$ cat src/rtl/key_repeat_if.sv
// rtl/key_repeat_if.sv - key input and move-pulse bundle for key_repeat
interface key_repeat_if;
  logic       i_frame_tick;
  logic [7:0] i_keycode;
  logic       o_mv_left;
  logic       o_mv_right;
  logic       o_mv_down;
  logic       o_rot;
  logic       o_hard_drop;
  logic       o_active;

  // Keyboard/frame side: drives keycode and frame tick, observes the pulses
  modport master (
    output i_frame_tick,
    output i_keycode,
    input  o_mv_left,
    input  o_mv_right,
    input  o_mv_down,
    input  o_rot,
    input  o_hard_drop,
    input  o_active
  );

  // Repeater side
  modport slave (
    input  i_frame_tick,
    input  i_keycode,
    output o_mv_left,
    output o_mv_right,
    output o_mv_down,
    output o_rot,
    output o_hard_drop,
    output o_active
  );
endinterface

$ cat src/rtl/key_repeat.sv
// rtl/key_repeat.sv - keyboard auto-repeat (DAS/ARR) to one-cycle move pulses
module key_repeat #(
  // Frame ticks from first press to first auto-repeat, legal 1..63
  parameter int DAS_FRAMES = 16,
  // Frame ticks between auto-repeats, legal 1..63
  parameter int ARR_FRAMES = 6
) (
  input  logic        i_clk,
  input  logic        i_reset,
  key_repeat_if.slave bus
);

  localparam logic [7:0] KEY_LEFT  = 8'h04;
  localparam logic [7:0] KEY_RIGHT = 8'h07;
  localparam logic [7:0] KEY_DOWN  = 8'h16;
  localparam logic [7:0] KEY_ROT   = 8'h1A;
  localparam logic [7:0] KEY_HARD  = 8'h2C;
  localparam logic [7:0] KEY_NONE  = 8'h00;

  // Thresholds as counter-width constants; the counter only ever counts
  // up to one of these, so it never needs to wrap.
  localparam logic [5:0] DAS_CNT = 6'(DAS_FRAMES);
  localparam logic [5:0] ARR_CNT = 6'(ARR_FRAMES);

  typedef enum logic [1:0] {
    IDLE   = 2'd0,
    DELAY  = 2'd1,
    REPEAT = 2'd2,
    LOCK   = 2'd3
  } state_t;

  state_t     r_state;
  state_t     w_state_nxt;
  logic [7:0] r_last_key;
  logic [7:0] w_last_key_nxt;
  logic [5:0] r_cnt;
  logic [5:0] w_cnt_nxt;
  logic [5:0] w_cnt_inc;

  logic       w_is_repeating;
  logic       w_is_once;
  logic       w_is_recognized;
  logic       w_key_changed;

  logic       w_fire;
  logic [7:0] w_fire_key;

  logic       r_mv_left;
  logic       r_mv_right;
  logic       r_mv_down;
  logic       r_rot;
  logic       r_hard_drop;
  logic       r_active;

  // Classify the current keycode and compare it with the held key
  always_comb begin
    w_is_repeating  = (bus.i_keycode == KEY_LEFT) ||
                      (bus.i_keycode == KEY_RIGHT) ||
                      (bus.i_keycode == KEY_DOWN);
    w_is_once       = (bus.i_keycode == KEY_ROT) ||
                      (bus.i_keycode == KEY_HARD);
    w_is_recognized = w_is_repeating || w_is_once;
    w_key_changed   = (bus.i_keycode != r_last_key);
    w_cnt_inc       = r_cnt + 6'd1;
  end

  // Next-state, held-key, frame counter and pulse-request decision
  always_comb begin
    w_state_nxt    = r_state;
    w_last_key_nxt = r_last_key;
    w_cnt_nxt      = r_cnt;
    w_fire         = 1'b0;
    w_fire_key     = KEY_NONE;

    // In IDLE last_key is 8'h00, so any recognized key counts as a change.
    // A change always wins over a coincident frame tick: the tick is dropped
    // and the counter restarts from zero.
    if ((r_state == IDLE) || w_key_changed) begin
      if (w_is_recognized) begin
        w_fire         = 1'b1;
        w_fire_key     = bus.i_keycode;
        w_last_key_nxt = bus.i_keycode;
        w_cnt_nxt      = 6'd0;
        w_state_nxt    = w_is_repeating ? DELAY : LOCK;
      end else begin
        w_last_key_nxt = KEY_NONE;
        w_cnt_nxt      = 6'd0;
        w_state_nxt    = IDLE;
      end
    end else begin
      case (r_state)
        DELAY: begin
          if (bus.i_frame_tick) begin
            if (w_cnt_inc == DAS_CNT) begin
              w_fire      = 1'b1;
              w_fire_key  = r_last_key;
              w_cnt_nxt   = 6'd0;
              w_state_nxt = REPEAT;
            end else begin
              w_cnt_nxt = w_cnt_inc;
            end
          end
        end
        REPEAT: begin
          if (bus.i_frame_tick) begin
            if (w_cnt_inc == ARR_CNT) begin
              w_fire     = 1'b1;
              w_fire_key = r_last_key;
              w_cnt_nxt  = 6'd0;
            end else begin
              w_cnt_nxt = w_cnt_inc;
            end
          end
        end
        default: begin
          // LOCK holds rot/hard_drop without repeating; counter frozen
        end
      endcase
    end
  end

  // State, held key and frame counter registers
  always_ff @(posedge i_clk) begin
    if (i_reset) begin
      r_state    <= IDLE;
      r_last_key <= KEY_NONE;
      r_cnt      <= 6'd0;
    end else begin
      r_state    <= w_state_nxt;
      r_last_key <= w_last_key_nxt;
      r_cnt      <= w_cnt_nxt;
    end
  end

  // Registered one-hot move pulses and the active flag
  always_ff @(posedge i_clk) begin
    if (i_reset) begin
      r_mv_left   <= 1'b0;
      r_mv_right  <= 1'b0;
      r_mv_down   <= 1'b0;
      r_rot       <= 1'b0;
      r_hard_drop <= 1'b0;
      r_active    <= 1'b0;
    end else begin
      r_mv_left   <= w_fire && (w_fire_key == KEY_LEFT);
      r_mv_right  <= w_fire && (w_fire_key == KEY_RIGHT);
      r_mv_down   <= w_fire && (w_fire_key == KEY_DOWN);
      r_rot       <= w_fire && (w_fire_key == KEY_ROT);
      r_hard_drop <= w_fire && (w_fire_key == KEY_HARD);
      r_active    <= (w_state_nxt != IDLE);
    end
  end

  assign bus.o_mv_left   = r_mv_left;
  assign bus.o_mv_right  = r_mv_right;
  assign bus.o_mv_down   = r_mv_down;
  assign bus.o_rot       = r_rot;
  assign bus.o_hard_drop = r_hard_drop;
  assign bus.o_active    = r_active;

endmodule

$ cat src/flat_wrapper.sv
// flat-port wrapper written by rule: the top's interface ports become plain ports
module key_repeat_flat 
#(
                                                                   
  parameter int DAS_FRAMES = 16,
                                                  
  parameter int ARR_FRAMES = 6
)
  (i_clk, i_reset, bus_i_frame_tick, bus_i_keycode, bus_o_mv_left, bus_o_mv_right, bus_o_mv_down, bus_o_rot, bus_o_hard_drop, bus_o_active);
  key_repeat_if bus_i ();
  input  logic i_clk;
  input  logic i_reset;
  input wire logic [$bits(bus_i.i_frame_tick)-1:0] bus_i_frame_tick;
  input wire logic [$bits(bus_i.i_keycode)-1:0] bus_i_keycode;
  output wire logic [$bits(bus_i.o_mv_left)-1:0] bus_o_mv_left;
  output wire logic [$bits(bus_i.o_mv_right)-1:0] bus_o_mv_right;
  output wire logic [$bits(bus_i.o_mv_down)-1:0] bus_o_mv_down;
  output wire logic [$bits(bus_i.o_rot)-1:0] bus_o_rot;
  output wire logic [$bits(bus_i.o_hard_drop)-1:0] bus_o_hard_drop;
  output wire logic [$bits(bus_i.o_active)-1:0] bus_o_active;
  assign bus_i.i_frame_tick = bus_i_frame_tick;
  assign bus_i.i_keycode = bus_i_keycode;
  assign bus_o_mv_left = bus_i.o_mv_left;
  assign bus_o_mv_right = bus_i.o_mv_right;
  assign bus_o_mv_down = bus_i.o_mv_down;
  assign bus_o_rot = bus_i.o_rot;
  assign bus_o_hard_drop = bus_i.o_hard_drop;
  assign bus_o_active = bus_i.o_active;
  key_repeat #(.DAS_FRAMES(DAS_FRAMES), .ARR_FRAMES(ARR_FRAMES)) u_core (.i_clk(i_clk), .i_reset(i_reset), .bus(bus_i));
endmodule
$ cat config.mk
export PLATFORM = sky130hd
export DESIGN_NAME = key_repeat_flat
export DESIGN_NICKNAME = d
export VERILOG_FILES = /design/src/rtl/key_repeat_if.sv /design/src/rtl/key_repeat.sv /design/src/flat_wrapper.sv
export SDC_FILE = /design/constraint.sdc
export NUM_CORES = 1
export LEC_CHECK = 0
export ABC_CLOCK_PERIOD_IN_PS = 3050
export CAP_MARGIN = 10
export CORE_MARGIN = 2
export CORE_UTILIZATION = 55
export DETAILED_ROUTE_END_ITERATION = 6
export GPL_ROUTABILITY_DRIVEN = 0
export PLACE_DENSITY = 0.9
export SLEW_MARGIN = 20
export SYNTH_ARGS = -nofsm -noshare
export SYNTH_HDL_FRONTEND = slang
export SYNTH_SLANG_ARGS = --single-unit
$ cat constraint.sdc
create_clock -name i_clk -period 3.05 [get_ports i_clk]
set_clock_uncertainty 0.1 [all_clocks]
set_input_delay 0.305 -clock i_clk [delete_from_list [all_inputs] [get_ports i_clk]]
set_output_delay 0.305 -clock i_clk [all_outputs]
set_load 0.1 [all_outputs]
==> results.sh, run 1 <==
export IMPL_status="complete, no violations"
export IMPL_die_height_um=55.3
export IMPL_ys_ff_latch=22
export IMPL_hold_viol=0
export IMPL_wire_per_inst_um=16.1
export IMPL_synth_common_cells="nor2_1 (24), dfxtp_1 (22), nand2_1 (10), xor2_1 (10), a21oi_1 (9)"
export IMPL_tns_ps=0
export IMPL_finalCriticalPeriod_ps=2650
export IMPL_ctsResizeCount=0
export IMPL_dieWidth_um=55.3
export IMPL_drtAntennaViolNets=0
export IMPL_die_area_um2=3060
export IMPL_hold_buffers=0
export IMPL_wirelength_um=3410
export IMPL_vias=1371
export IMPL_p_leak_nw=0.553
export IMPL_drt_iter0_markers=61
export IMPL_synthAdderAreaFrac=0.0433
export IMPL_grtUsageTotal=0.220
export IMPL_stdcell_count=212
export IMPL_critPathMaxFanout=8
export IMPL_viasPerCell=6.47
export IMPL_setup_viol=0
export IMPL_clk_insertion_delay_late_ps=310
export IMPL_async_flop_share=0
export IMPL_grt_max_degree=13
export IMPL_synth_area_um2=1450
export IMPL_hp_class="register to register"
export IMPL_synth_top_family_by_area="simple AND/OR/NAND/NOR gates"
export IMPL_grt_first_pass_wirelength_um=5460
export IMPL_core_um2=2480
export IMPL_fp_row_count=18
export IMPL_ios=17
export IMPL_cts_tree="built"
export IMPL_antenna_found_initial=0
export IMPL_post_synth_top_area_fraction=0.304
export IMPL_dp_hpwl_um=2510
export IMPL_synth_avg_cell_area_um2=8.46
export IMPL_ff_latch_area_um2=440
export IMPL_h_tree_depth=1
export IMPL_yosysSeqAreaShare=0.304
export IMPL_dp_cells=208
export IMPL_drv_cap=0
export IMPL_synth_edf_count=0
export IMPL_final_nets=199
export IMPL_start_util=0.584
export IMPL_end_kind="register"
export IMPL_synth_flop_cell="dfxtp_1"
export IMPL_cts_inserted_buffers=3
export IMPL_power_mw=0.503
export IMPL_fmaxAchievable_mhz=378
export IMPL_cts_root_buffer="clkbuf_4"
export IMPL_yosysWarningCount=0
export IMPL_cts_buffer_depth=2
export IMPL_synth_compound_area_frac=0.184
export IMPL_fin_util=0.654
export IMPL_finalCritPeriodShare=0.868
export IMPL_synth_cell_types=48
export IMPL_p_per_area_nw_per_um2=311
export IMPL_portBuffers=16
export IMPL_postCtsSetupRepairBufs=0
export IMPL_synthMuxAreaShare=0
export IMPL_r2r_setup_slack_ps=400
export IMPL_syn_to_final_growth_pct=11.9
export IMPL_arrival_ps=2770
export IMPL_clk_pin_slew_ps=130
export IMPL_vdd_drop_max_v=0.000236
export IMPL_synthTopCellsByArea="dfxtp_1 (30%), nor2_1 (6.2%), xor2_1 (6.1%), ha_1 (4.3%), a21oi_1 (3.1%)"
export IMPL_grt_pass1_vias=1242
export IMPL_grt_remaining_overflow=0
export IMPL_slew_violations=0
export IMPL_required_ps=3170
export IMPL_grt_setup_unrepaired="no"
export IMPL_synth_xor_area_share=0.0848
export IMPL_cts_sinks=22
export IMPL_fill_cells=213
export IMPL_critPathKind="register to register"
export IMPL_whs_ps=442
export IMPL_drive_gt1_frac=0.0824
export IMPL_synth_top_cell_by_area="dfxtp_1"
export IMPL_dr_pass1_iters=4
export IMPL_drc_errors=0
export IMPL_tightest_slew_ps=963
export IMPL_diodes=0
export IMPL_cp_start_kind="register"
export IMPL_yosysMostFrequentCell="nor2_1"
export IMPL_synth_nets=187
export IMPL_multi_input_area_um2=920
export IMPL_syn_inst=171
export IMPL_relSlewSlack=0.356
export IMPL_yosys_area_share_simple=0.324
state kept, by name, summed over array words and instances, names as in the netlist:
register and count:
u_core.bus.o_mv_down 1, u_core.bus.o_rot 1, u_core.r_cnt 6, u_core.bus.o_mv_left 1, u_core.bus.o_mv_right 1, u_core.bus.o_hard_drop 1, u_core.r_state 2, u_core.r_last_key 8
u_core.bus.o_active 1
critical path, cell delays in order (launching register included):
cell	delay (ps)
dfxtp_1	450
ha_1	330
nand2_1	130
or4b_1	490
a31o_1	250
nor3_1	300
o21ai_1	180
nor4_1	310
final timing paths:
check	from	end	cells after the start
worst max-delay path	u_core.r_cnt[0]	u_core.bus.o_mv_right	7
worst min-delay path	u_core.r_last_key[7]	u_core.r_last_key[7]	1
worst max register to register	u_core.r_cnt[0]	u_core.bus.o_mv_right	7
worst min register to register	u_core.r_last_key[7]	u_core.r_last_key[7]	1
per-stage QoR:
| stage | worst slack [ps] | area [µm²] |
|---|---|---|
| 2_1_floorplan | 835 | 1450 |
| 3_5_place_dp | 198 | 1580 |
| 3_3_place_gp | 330 | 1580 |
| 6_report | 403 | 1620 |
| 4_1_cts | 433 | 1620 |
| 5_1_grt | 245 | 1620 |
cell type report:
type                            count  area share
Clock buffer                        4      0.0224
Inverter                            6      0.0139
Multi-Input combinational cell    133       0.568
Sequential cell                    22       0.272
Tap cell                           30      0.0232
Timing Repair Buffer               17       0.100
cell usage in the layout (no fill, tap or decap), types with 2 or more instances in the layout:
| cell | count |
|---|---|
| nor2_1 | 24 |
| dfxtp_1 | 22 |
| clkdlybuf4s50_1 | 14 |
| xor2_1 | 10 |
| nand2_1 | 10 |
| a21oi_1 | 9 |
| nor3_1 | 8 |
| inv_1 | 6 |
| ha_1 | 5 |
| and3_1 | 4 |
| xnor2_1 | 4 |
| or3_1 | 4 |
| nor4b_1 | 3 |
| o21ai_0 | 3 |
| a31oi_1 | 3 |
| or4b_1 | 3 |
| a22oi_1 | 3 |
| nand4_1 | 3 |
| nand3_1 | 3 |
| nand3b_1 | 3 |
| nor4_1 | 3 |
| clkbuf_4 | 3 |
| buf_4 | 3 |
| nor4bb_1 | 2 |
| nand4b_1 | 2 |
| a211o_1 | 2 |
| o21ai_1 | 2 |
| o31ai_1 | 2 |
power by group:
group	total (mW)	switching (mW)	internal, mW
registers	0.289	0.000761	0.288
clock network	0.167	0.0944	0.0730
logic	0.0470	0.0259	0.0211
cell families after synthesis:
kind of cell | Yosys count
and+or+nand+nor | 79
xor gates and xnor gates | 14
AOI/OAI and AO/OA | 35
adders and majority gates | 5
DFF | 22
buffers and inverters | 16
routing by layer:
layer / wire (µm) / share of wire / up-vias / GRT usage
met2: 1520 / 0.44 / 78 / 0.325
met1: 1450 / 0.43 / 628 / 0.308
li1: - / - / 651 / -
met5: 0 / 0 / - / 0
met3: 339 / 0.10 / 14 / 0.0328
met4: 97 / 0.028 / 0 / 0.115
(Power assumes the default switching activity.)
==> run 2, diff against run 1 <==
--- a/config.mk
+++ b/config.mk
@@ -8,10 +8,10 @@
 export ABC_CLOCK_PERIOD_IN_PS = 3050
 export CAP_MARGIN = 10
 export CORE_MARGIN = 2
-export CORE_UTILIZATION = 55
+export CORE_UTILIZATION = 30
 export DETAILED_ROUTE_END_ITERATION = 6
 export GPL_ROUTABILITY_DRIVEN = 0
-export PLACE_DENSITY = 0.9
+export PLACE_DENSITY = 0.59
 export SLEW_MARGIN = 20
 export SYNTH_ARGS = -nofsm -noshare
 export SYNTH_HDL_FRONTEND = slang
==> results.sh, run 2 (synthesis results as in run 1) <==
export IMPL_portBuffers=16
export IMPL_tns_ps=0
export IMPL_p_leak_nw=0.557
export IMPL_drt_iter0_markers=108
export IMPL_final_common_cell="nor2_1"
export IMPL_power_mw=0.511
export IMPL_fmaxAchievable_mhz=389
export IMPL_antenna_found_initial=0
export IMPL_worst_path_buf_inv=0
export IMPL_worst_setup_path_startpoint="u_core.r_cnt[0]"
export IMPL_start_util=0.308
export IMPL_path_depth=7
export IMPL_critPathMaxFanout=8
export IMPL_cts_inserted_buffers=3
export IMPL_mostFrequentLayoutCells="nor2_1 (24), dfxtp_1 (22), clkdlybuf4s50_1 (12), xor2_1 (10), nand2_1 (10)"
export IMPL_postCtsSetupRepairBufs=0
export IMPL_final_nets=199
export IMPL_cts_sinks=22
export IMPL_clk_insertion_delay_late_ps=250
export IMPL_finalCritPeriodShare=0.843
export IMPL_hold_viol=0
export IMPL_h_tree_depth=1
export IMPL_cp_start_kind="register"
export IMPL_relSlewSlack=0.355
export IMPL_r2r_setup_slack_ps=480
export IMPL_r2r_end="u_core.bus.o_mv_left"
export IMPL_syn_to_final_growth_pct=14.0
export IMPL_hp_class="register to register"
export IMPL_hold_buffers=0
export IMPL_drv_cap=0
export IMPL_vdd_drop_max_v=0.000176
export IMPL_wirelength_um=3150
export IMPL_grt_pass1_vias=1210
export IMPL_clk_pin_slew_ps=80
export IMPL_tightest_slew_ps=964
export IMPL_vias=1283
export IMPL_dr_pass1_iters=4
export IMPL_setup_viol=0
export IMPL_finalCriticalPeriod_ps=2570
export IMPL_viasPerCell=5.46
export IMPL_status="complete, no violations"
export IMPL_reg2reg_from="u_core.r_cnt[0]"
export IMPL_grtUsageTotal=0.126
export IMPL_grt_setup_unrepaired="no"
export IMPL_cp_top_family="simple AND/OR/NAND/NOR gates"
export IMPL_largest_register_ffs=8
export IMPL_grt_remaining_overflow=0
export IMPL_slew_violations=0
export IMPL_p_per_area_nw_per_um2=310
export IMPL_die_height_um=73.4
export IMPL_cts_root_buffer="clkbuf_8"
export IMPL_required_ps=3110
export IMPL_reg_largest_list="u_core.r_last_key x8, u_core.r_cnt x6, u_core.r_state x2"
export IMPL_cts_buffer_depth=2
export IMPL_ctsResizeCount=0
export IMPL_ios=17
export IMPL_dieWidth_um=73.4
export IMPL_grt_first_pass_wirelength_um=5420
export IMPL_drtAntennaViolNets=0
export IMPL_wire_per_inst_um=13.4
export IMPL_drive_gt1_frac=0.0884
export IMPL_grt_max_degree=12
export IMPL_slowest_delay_ps=490
export IMPL_drc_errors=0
export IMPL_dp_hpwl_um=2390
export IMPL_critPathSlowestCell="or4b_1"
export IMPL_end_kind="register"
export IMPL_die_area_um2=5390
export IMPL_arrival_ps=2630
export IMPL_regMostFlops="u_core.r_last_key"
export IMPL_r2r_cells=7
export IMPL_critPathKind="register to register"
export IMPL_crit_path_end="u_core.bus.o_mv_left"
export IMPL_fp_row_count=25
export IMPL_diodes=0
export IMPL_cts_tree="built"
export IMPL_crit_path_cell_trace="ha_1 -> nand2_1 -> or4b_1 -> a31o_1 -> nor3_1 -> o21ai_1 -> nor4_1"
export IMPL_core_um2=4690
[run 2: cell types whose count changed in the layout (fill, tap and decap cells not counted), sizes merged]
cell | before | now
buf | 3 | 5
clkbuf | 4 | 3
clkdlybuf4s50 | 14 | 12
[run 2: cell type report]
cell class                 instances  area [µm²]
fill                             480        3040
multi-input combinational        133         920
sequential                        22         440
timing repair buffer              17         158
tap                               54        67.6
clock buffer                       3        41.3
inverter                           6        22.5
[run 2: metal layers]
layer | share of wire | global-route usage
met1 | 0.49 | 0.178
met2 | 0.46 | 0.193
met3 | 0.042 | 0.0206
met4 | 0.0095 | 0.0424
met5 | 0 | 0
[run 2: worst register-to-register path, stage by stage, from the launching register on]
cell and delay (ps):
dfxtp_1 440, ha_1 330, nand2_1 130, or4b_1 490
a31o_1 260, nor3_1 270, o21ai_1 160, nor4_1 310
[run 2: worst min path at each step]
stage,from,endpoint,slack [ps],cells after the start
after floorplan,bus_i_keycode[1],u_core.r_last_key[1],350,2
after global placement,u_core.r_last_key[4],u_core.r_last_key[4],400,2
after detailed placement,u_core.r_last_key[4],u_core.r_last_key[4],400,2
after CTS,u_core.r_last_key[4],u_core.r_last_key[4],410,2
after global routing,u_core.r_last_key[4],u_core.r_last_key[4],430,2
final,u_core.r_last_key[4],u_core.r_last_key[4],410,2
[run 2: where the power goes]
group,switching [mW],internal (mW)
registers,0.000699,0.288
logic,0.0252,0.0211
clock network,0.0890,0.0879
[run 2: through the flow]
stage / instance area [µm²] / cells / util / hold WS, ps / setup WS, ps
after floorplan: 1450 / 171 / - / 353 / 835
after global placement: 1610 / 232 / 0.343 / 398 / 283
after detailed placement: 1610 / 232 / 0.343 / 396 / 270
after CTS: 1650 / 235 / 0.351 / 408 / 487
after global routing: 1650 / 235 / 0.351 / 428 / 322
final: 1650 / 235 / 0.351 / 407 / 479
==> run 3, diff against run 2 <==
--- a/config.mk
+++ b/config.mk
@@ -5,7 +5,7 @@
 export SDC_FILE = /design/constraint.sdc
 export NUM_CORES = 1
 export LEC_CHECK = 0
-export ABC_CLOCK_PERIOD_IN_PS = 3050
+export ABC_CLOCK_PERIOD_IN_PS = 2600
 export CAP_MARGIN = 10
 export CORE_MARGIN = 2
 export CORE_UTILIZATION = 30
==> constraint.sdc (replaced) <==
create_clock -name i_clk -period 2.6 [get_ports i_clk]
set_clock_uncertainty 0.1 [all_clocks]
set_input_delay 0.26 -clock i_clk [delete_from_list [all_inputs] [get_ports i_clk]]
set_output_delay 0.26 -clock i_clk [all_outputs]
set_load 0.1 [all_outputs]
==> results.sh, run 3 (synthesis results as in run 1) <==
export IMPL_status="complete, no violations"
export IMPL_grt_first_pass_wirelength_um=5950
export IMPL_dr_pass1_iters=4
export IMPL_p_per_area_nw_per_um2=364
export IMPL_ios=17
export IMPL_clk_pin_slew_ps=80
export IMPL_cp_start_kind="register"
export IMPL_dp_cells=247
export IMPL_ctsResizeCount=0
export IMPL_end_kind="register"
export IMPL_drt_iter0_markers=104
export IMPL_vdd_drop_max_v=0.000155
export IMPL_hold_viol=0
export IMPL_slew_violations=0
export IMPL_mostFrequentLayoutCells="nor2_1 (24), buf_4 (22), dfxtp_1 (22)"
export IMPL_finalCritPeriodShare=0.932
export IMPL_fmaxAchievable_mhz=413
export IMPL_arrival_ps=2500
export IMPL_vias=1326
export IMPL_drtAntennaViolNets=0
export IMPL_critPathKind="register to register"
export IMPL_postCtsSetupRepairBufs=0
export IMPL_grt_remaining_overflow=0
export IMPL_fill_cells=511
export IMPL_whs_ps=431
export IMPL_reg_largest_list="u_core.r_last_key x8, u_core.r_cnt x6, u_core.r_state x2"
export IMPL_core_um2=4690
export IMPL_cts_buffer_depth=2
export IMPL_cts_sinks=22
export IMPL_cts_inserted_buffers=3
export IMPL_final_nets=214
export IMPL_dp_slack_ps=-47.9
export IMPL_clk_insertion_delay_late_ps=270
export IMPL_critPathMaxFanout=8
export IMPL_cts_tree="built"
export IMPL_relSlewSlack=0.721
export IMPL_fp_row_count=25
export IMPL_grt_max_degree=13
export IMPL_grt_pass1_vias=1285
export IMPL_finalCriticalPeriod_ps=2420
export IMPL_regMostFlops="u_core.r_last_key"
export IMPL_drive_gt1_frac=0.198
export IMPL_p_leak_nw=0.638
export IMPL_wirelength_um=3510
export IMPL_antenna_found_initial=0
export IMPL_wire_per_inst_um=14.0
export IMPL_fin_ws_ps=176
export IMPL_die_height_um=73.4
export IMPL_diodes=0
export IMPL_grt_setup_unrepaired="no"
export IMPL_grtUsageTotal=0.140
export IMPL_stdcell_count=251
export IMPL_viasPerCell=5.28
export IMPL_tightest_slew_ps=414
export IMPL_portBuffers=16
export IMPL_start_util=0.308
export IMPL_setup_viol=0
export IMPL_h_tree_depth=1
export IMPL_cts_root_buffer="clkbuf_8"
export IMPL_drv_cap=0
export IMPL_final_common_cell="nor2_1"
export IMPL_syn_to_final_growth_pct=23.9
export IMPL_drc_errors=0
export IMPL_required_ps=2680
export IMPL_dieWidth_um=73.4
export IMPL_hp_class="register to register"
export IMPL_dp_hpwl_um=2660
export IMPL_hold_buffers=0
export IMPL_largest_register_ffs=8
export IMPL_die_area_um2=5390
-- run 3: metal layers --
metal / wire (µm) / vias to the layer above / GRT usage / part of all wire
met4: 57 / 0 / 0.0545 / 0.016
met5: 0 / - / 0 / 0
met1: 1700 / 620 / 0.188 / 0.48
met3: 122 / 5 / 0.0137 / 0.035
li1: - / 677 / - / -
met2: 1630 / 24 / 0.230 / 0.46
-- run 3: final timing paths --
path | slack [ps] | depth (start not counted) | from | to
setup / recovery | 180 | 7 | u_core.r_cnt[0] | u_core.bus.o_mv_left
hold / removal | 430 | 2 | u_core.r_last_key[4] | u_core.r_last_key[4]
setup reg to reg | 180 | 7 | u_core.r_cnt[0] | u_core.bus.o_mv_left
hold reg to reg | 430 | 2 | u_core.r_last_key[4] | u_core.r_last_key[4]
-- run 3: power breakdown --
part / total, mW / internal, mW / switching (mW)
Combinational: 0.0626 / 0.0313 / 0.0313
Clock: 0.252 / 0.135 / 0.117
Sequential: 0.338 / 0.337 / 0.000898
Total: 0.653 / 0.504 / 0.149
-- run 3: final cells by class --
cell class,count,area [µm²],area share
Inverter,6,22.5,0.0126
Tap cell,54,67.6,0.0377
Sequential cell,22,440,0.246
Clock buffer,4,55.1,0.0307
Timing Repair Buffer,32,265,0.148
Multi-Input combinational cell,133,941,0.525
-- run 3: critical path, stage by stage, from the launching register on --
cell and delay [ps]:
dfxtp_1 450, ha_2 300, nand2_1 100, or4b_1 480
a31o_1 260, nor3_2 200, o21ai_1 150, nor4_1 290
-- run 3: stage by stage --
step / TNS [ps] / instance area (µm²) / utilization / power [mW]
after global placement: -12.7 / 1720 / 0.366 / 0.409
final: 0 / 1790 / 0.382 / 0.653
after floorplan: 0 / 1450 / - / 0.375
after global routing: 0 / 1790 / 0.382 / 0.682
after detailed placement: -68.5 / 1720 / 0.366 / 0.409
after CTS: 0 / 1770 / 0.377 / 0.663
